===== config.mk =====
export PLATFORM = sky130hd
export DESIGN_NAME = lfsr_rr_sched
export DESIGN_NICKNAME = d
export VERILOG_FILES = /design/src/rtl/lfsr_rr_sched.sv
export SDC_FILE = /design/constraint.sdc
export NUM_CORES = 1
export LEC_CHECK = 0
export BUFFER_PORTS_ARGS = -buffer_cell sky130_fd_sc_hd__buf_4
export CAP_MARGIN = 25
export CORE_MARGIN = 2
export CORE_UTILIZATION = 35
export CTS_CLUSTER_DIAMETER = 40
export DETAILED_ROUTE_END_ITERATION = 8
export PLACE_DENSITY_LB_ADDON = 0.2
export SETUP_SLACK_MARGIN = 0.02
export SYNTH_ARGS = -nofsm -noshare
export SYNTH_HDL_FRONTEND = slang
export SYNTH_SLANG_ARGS = --single-unit

===== constraint.sdc =====
create_clock -name clk -period 1.7 [get_ports clk]
set_clock_uncertainty 0.05 [all_clocks]
set_input_delay 0.085 -clock clk [delete_from_list [all_inputs] [get_ports clk]]
set_output_delay 0.085 -clock clk [all_outputs]
set_load 0.02 [all_outputs]

===== src/rtl/lfsr_rr_sched.sv =====
// Round-robin scheduler sharing one Fibonacci LFSR among NREQ requesters.
// Optional statistics counters are enabled with `define LFSR_SCHED_STATS_EN.
//
// state | meaning
// ------+---------------------------------------------------------------
// IDLE  | apply a pending seed, otherwise arbitrate among req bits
// STEP  | shift the LFSR once per cycle, STEPS cycles in total
// ACK   | register one-hot grant + rnd_valid, advance round-robin pointer
module lfsr_rr_sched #(
  parameter int                 WIDTH = 4,
  parameter logic [WIDTH-1:0]   TAPS  = 4'b1101,
  parameter logic [WIDTH-1:0]   SEED  = 4'b0001,
  parameter int                 NREQ  = 4,
  parameter int                 STEPS = 1
) (
  input  logic             clk,
  input  logic             rst,
  input  logic [NREQ-1:0]  req,
  input  logic             seed_load,
  input  logic [WIDTH-1:0] seed_in,
  output logic [NREQ-1:0]  grant,
  output logic             rnd_valid,
  output logic [WIDTH-1:0] rnd_out,
  output logic             busy
`ifdef LFSR_SCHED_STATS_EN
  ,
  output logic [15:0]      word_count,
  output logic [7:0]       reseed_count
`endif
);

  localparam int PW = (NREQ > 1) ? $clog2(NREQ) : 1;
  localparam int CW = (STEPS > 1) ? $clog2(STEPS + 1) : 1;

  typedef enum logic [1:0] {
    IDLE = 2'd0,
    STEP = 2'd1,
    ACK  = 2'd2
  } state_t;

  state_t           fsm;
  logic [WIDTH-1:0] lfsr;
  logic [WIDTH-1:0] seed_q;
  logic             seed_pend;
  logic [PW-1:0]    ptr;
  logic [PW-1:0]    win;
  logic [CW-1:0]    cnt;

  logic             arb_hit;
  logic [PW-1:0]    arb_idx;
  logic             fb;

  assign fb      = ^(lfsr & TAPS);
  assign rnd_out = lfsr;

  // First set request at or above the pointer, wrapping around.
  always_comb begin
    int j;
    arb_hit = 1'b0;
    arb_idx = '0;
    j       = 0;
    for (int i = 0; i < NREQ; i++) begin
      j = int'(ptr) + i;
      if (j >= NREQ) j = j - NREQ;
      if (!arb_hit && req[j]) begin
        arb_hit = 1'b1;
        arb_idx = PW'(j);
      end
    end
  end

  always_ff @(posedge clk) begin
    if (rst) begin
      fsm       <= IDLE;
      lfsr      <= SEED;
      seed_q    <= '0;
      seed_pend <= 1'b0;
      ptr       <= '0;
      win       <= '0;
      cnt       <= '0;
      grant     <= '0;
      rnd_valid <= 1'b0;
      busy      <= 1'b0;
`ifdef LFSR_SCHED_STATS_EN
      word_count   <= '0;
      reseed_count <= '0;
`endif
    end else begin
      grant     <= '0;
      rnd_valid <= 1'b0;
      if (seed_load) begin
        seed_pend <= 1'b1;
        seed_q    <= seed_in;
      end
      case (fsm)
        IDLE: begin
          if (seed_pend) begin
            // An all-zero seed would lock the LFSR, so fall back to SEED.
            lfsr <= (seed_q == '0) ? SEED : seed_q;
            if (!seed_load) seed_pend <= 1'b0;
`ifdef LFSR_SCHED_STATS_EN
            if (reseed_count != 8'hFF) reseed_count <= reseed_count + 8'd1;
`endif
          end else if (!seed_load && arb_hit) begin
            win  <= arb_idx;
            cnt  <= CW'(STEPS - 1);
            busy <= 1'b1;
            fsm  <= STEP;
          end
        end
        STEP: begin
          lfsr <= {lfsr[WIDTH-2:0], fb};
          if (cnt == '0) fsm <= ACK;
          else           cnt <= cnt - CW'(1);
        end
        ACK: begin
          grant     <= {{(NREQ-1){1'b0}}, 1'b1} << win;
          rnd_valid <= 1'b1;
          busy      <= 1'b0;
          ptr       <= (win == PW'(NREQ - 1)) ? '0 : win + PW'(1);
          fsm       <= IDLE;
`ifdef LFSR_SCHED_STATS_EN
          if (word_count != 16'hFFFF) word_count <= word_count + 16'd1;
`endif
        end
        default: fsm <= IDLE;
      endcase
    end
  end

endmodule


# Yosys cells after proc, flatten, opt, wreduce, memory -nomap -nowiden
# Cells that the tools add are included.
# word_totals
out_inout_bits	10
in_bits	11
wordCells	100
ff_bits	22
# classes
n_lt_le_gt_ge	8
n_bitwise	2
n_reduce_logical	19
shift	1
muxes	44
n_addsub	9
eq_ne	7
# op_table
cell	n
less-than comparator 32 x 4 -> 1 bit, second input constant	4
2-to-1 mux 32 bit	4
2-to-1 mux 1 bit	22
2-to-1 mux 2 bit	8
AND reduction 3 bit	4
subtractor 3 x 3 -> 4 bit, second input constant	3
>= comparator 3 bit, second input constant	3
binary-select mux 1 bit (select 2 bit)	4
2-to-1 mux 4 bit	2
inequality test 2 bit, second input constant	4
case mux 4 bit (2 select lines)	1
adder 2 x 2 -> 3 bit, second input constant	2
== test 2 bit, second input constant	2
logical AND 1 bit	4
logical NOT 1 bit	4
logical NOT 4 bit	1
case mux 1 bit (2 select lines)	2
case mux 2 bit (2 select lines)	1
nonzero test 2 bit	2
XOR reduction 4 bit	1
left shift 1 x 2 -> 4 bit, first input constant	1
subtractor 2 x 3 -> 4 bit, second input constant	1
adder 2 x 1 -> 3 bit, second input constant	1
>= comparator 2 x 3 -> 1 bit, second input constant	1
other kinds (7)	8

# Depth between registers and ports, before layout
# logic_depth
depth_word	19
ltp_mapped	5
depth_no_buf	4

# Worst setup path before layout
# OpenSTA, ideal clock, no wires.
# synth_path
kind	register to register
from	register fsm[1]
to	register win[1]
path_stages_with_launch	4
synth_period_minus_slack_ns	1.448
slack_ns	0.252
required_ns	1.554
arrival_ns	1.302
path_cell_list	dfxtp_1 > or4_4 > a21o_4 > o41ai_2
# synth_via
elab_chain_len	2
# synth_rtl
item	line	source
start: declaration	41	state_t fsm;
start signal: assignment	74	fsm <= IDLE;
start signal: assignment	108	fsm <= STEP;
start signal: assignment	113	if (cnt == '0) fsm <= ACK;
logical NOT 2 bit	95	case (fsm)
AND reduction 3 bit (no source line)	-	
end signal: assignment	105	win <= arb_idx;
end: declaration	46	logic [PW-1:0] win;
# Every way passes these cells.
# A chain may end at the register's enable or synchronous reset.

# Worst setup path in the final report
# Same ends and word-level chain as after synthesis.

==> summary.txt <==
STA
  • Worst slew margin: 80.4%
  • # setup viols final: 0
  • Final hold viol count: 0
  • Setup TNS: 0 ps
  • Minimum clock period: 1560 ps
  • Slew Limit Fails: 0
  • Worst slew pin tran: 294 ps
  • RSZ-0062 raised after global routing: false
  • Hold_ws: 19.0 ps
  • Final critical-path share of the clock period: 91.8%
  • Max Fclk: approximately 640 MHz

Cells and area
  • Area grow syn2layout: 25.6%
  • Share of cells above drive strength 1: 23.9%
  • Fill cell count: roughly 240
  • Util after Layout: 45.5%
  • Final instance area: roughly 0.0011 mm2
  • ANT cells: 0
  • # nets final: around 130

Clock network
  • Bufs on Longest Clock Path: 2
  • Worst-Skew Late Latency: 300 ps
  • H-tree depth: 1
  • Post-CTS sizing: 0
  • Root Buffer: clkbuf_4
  • Clock-pin slew on the worst setup and hold paths: 100 ps
  • CTS tree: built
  • Num CTS Buffers: 3
  • Clk sinks: 21

Drt
  • Initial DRC Count: 7
  • Post-route ant nets: 0
  • Avg WL per Cell: about 11 um
  • Vias per cell: 4.87
  • 1st-pass router iterations: 3
  • DRC: 0
  • Via Count: 697
  • Routed WL: 1.61 mm

Critical path
  • R2R depth: 3
  • CP Buf/Inv Count: 0
  • CP arrival: 1710 ps
  • Slowest cell on the critical path: or4_4
  • Levels on crit path: 3
  • Endpoint type of the worst setup path: flip-flop
  • Cell-by-cell trace of the critical path: or4_4 -> a21o_4 -> o41ai_2
  • Setup CP Type: reg -> reg
  • CP max FO: 5
  • Startpoint type of the worst setup path: flip-flop
  • Family with the most delay on the worst path: compound AO/OA/AOI/OAI gates
  • Crit-path max cell delay: about 530 ps
  • WP data required: 1850 ps

GRT
  • GRT Total Usage: 12.9%
  • Antenna violations before repair: 0
  • Largest net degree at the start of global routing: 22
  • Number of global-route vias before repair: between 500 and 600
  • First-pass GRT wire length: 2.59 mm
  • GRT overflow: 0

Power
  • Peak supply drop: 491 uV
  • Total chip power: 0.934 mW
  • Pwr/cell area: 851 mW/mm2
  • LEAKAGE: 0.493 nW

Synth
  • Synth top area cells: dfxtp_1, mux2i_1, nor2_1, nand2b_1, a211oi_1
  • Compound-gate portion of the synthesized area: 14.3%
  • Mapped cell area: a little under 900 um2
  • Largest area contributor in the netlist: dfxtp_1
  • Flops & latches, synth: 21
  • Syn nets: about 100
  • Synthesized instance count: just over 90
  • Post-synthesis mux area share: a little under a tenth
  • Synth Area in Simple Gates: 21.1%
  • Commonest cells in the synthesized netlist: dfxtp_1, nor2_1, mux2i_1
  • Yosys top cell area share: a little under 50%
  • Top_reg_cell synth: dfxtp_1
  • Async set-reset flop share out of synthesis: 0%
  • Post-Synth XOR/XNOR Area: under 10%
  • Synth cell types: 30
  • Syn_area_per_cell: 9.60 um2
  • Yosys warns: 0
  • Seq/Total Area, Yosys: 48.1%
  • Number of synthesized flops with an enable pin: 0
  • Adder-Cell Fraction of Synth Area: 1.43%
  • Largest family of logic cells by synthesized area: simple AND/OR/NAND/NOR gates
  • Most common cell in the netlist: dfxtp_1

Floorplan
  • Die extent in y: 54.0 um
  • Die width: 54.0 um
  • Core Box Area: about 0.0024 mm2
  • IO Pins: 21
  • Die area: about 0.0029 mm2
  • Cell Rows: 18
  • Starting Density: 36.2%

Placed design
  • Final Wtd Congestion: 0.753
  • PortBufs: 20
  • Dpl hpwl: 1.20 mm
  • Area after DPL: between 0.001 and 0.0015 mm2

Min path
  • WHS Path Cells: 3
  • Hold Path Class: in -> reg

Run
  • Max-Cap Viols: 0

Run status
  • Status: finished clean
## metal layers
metal	wire, um	GRT usage, %
met1	789	16.8
met2	724	18.5
met3	81	5.83
met4	15	5.13
met5	0	0
## cell type report
cell class / count / area, um2 / share of cell area [%]
Timing Repair Buffer: 24 / 190 / 17.3
Tap cell: 30 / 37.5 / 3.42
Inverter: 1 / 3.75 / 0.342
Sequential cell: 21 / 420 / 38.3
Clock buffer: 4 / 26.3 / 2.39
Multi-Input combinational cell: 63 / 419 / 38.2
## cells in the final DEF (no fill, tap or decap), drive strengths merged
cell / instances
and3: 1
inv: 1
nor3b: 1
a21o: 1
a21oi: 4
or4: 1
o21bai: 1
clkbuf: 4
ha: 1
dlygate4sd3: 4
buf: 20
dfxtp: 21
nor3: 2
a31oi: 1
xnor2: 2
mux2i: 8
nor4b: 1
nand2: 3
o41ai: 2
o22ai: 1
o21ai: 1
nand2b: 5
nor4: 1
a211oi: 3
nand3b: 2
o21ba: 1
o31ai: 1
nor2b: 2
nor2: 17
## cell families after synthesis
| group | count (synthesis) |
|---|---|
| xor+xnor | 2 |
| mux | 8 |
| compound gates | 16 |
| buf+inv | 7 |
| simple gates | 36 |
| fa+ha+maj | 1 |
| flops | 21 |
## worst min-delay path: cells and delay by family
| family | cells | cell delay [ps] |
|---|---|---|
| AO/OA/AOI/OAI | 1 | 50 |
| buffers and inverters | 2 | 190 |
## stage by stage
stage,setup WS [ps],std cells
floorplan,252,91
global placement,232,135
detailed placement,132,135
CTS,108,143
global route,54.5,143
finish,140,143
## power by group
| part | leakage, nW | switching [mW] | internal, mW |
|---|---|---|---|
| Clock | 0.0150 | 0.140 | 0.0915 |
| Sequential | 0.172 | 0.0230 | 0.518 |
| Combinational | 0.306 | 0.0769 | 0.0839 |
## flip-flops by register name (all words and copies together), names as in the netlist
register / cells
ptr: 2
grant: 4
seed_q: 4
rnd_out: 4
busy: 1
fsm: 2
seed_pend: 1
rnd_valid: 1
win: 2
## final timing paths
path | from | to | slack (ps)
worst max-delay path | fsm[1]$_SDFFE_PP0P_ | win[1]$_SDFFE_PP0P_ | 140
worst min-delay path | seed_load | seed_pend$_SDFF_PP0_ | 20
worst max register to register | fsm[1]$_SDFFE_PP0P_ | win[1]$_SDFFE_PP0P_ | 140
worst min register to register | busy$_SDFFE_PP0P_ | busy$_SDFFE_PP0P_ | 420
## what timing repair did
| item | CTS | global route |
|---|---|---|
| hold buffers | 4 | 0 |
| buffers inserted | 0 | 0 |
| setup endpoints to repair | 0 | 0 |
| endpoints found under the hold margin | 4 | 0 |
No activity file was read; power rests on OpenSTA's default activity.
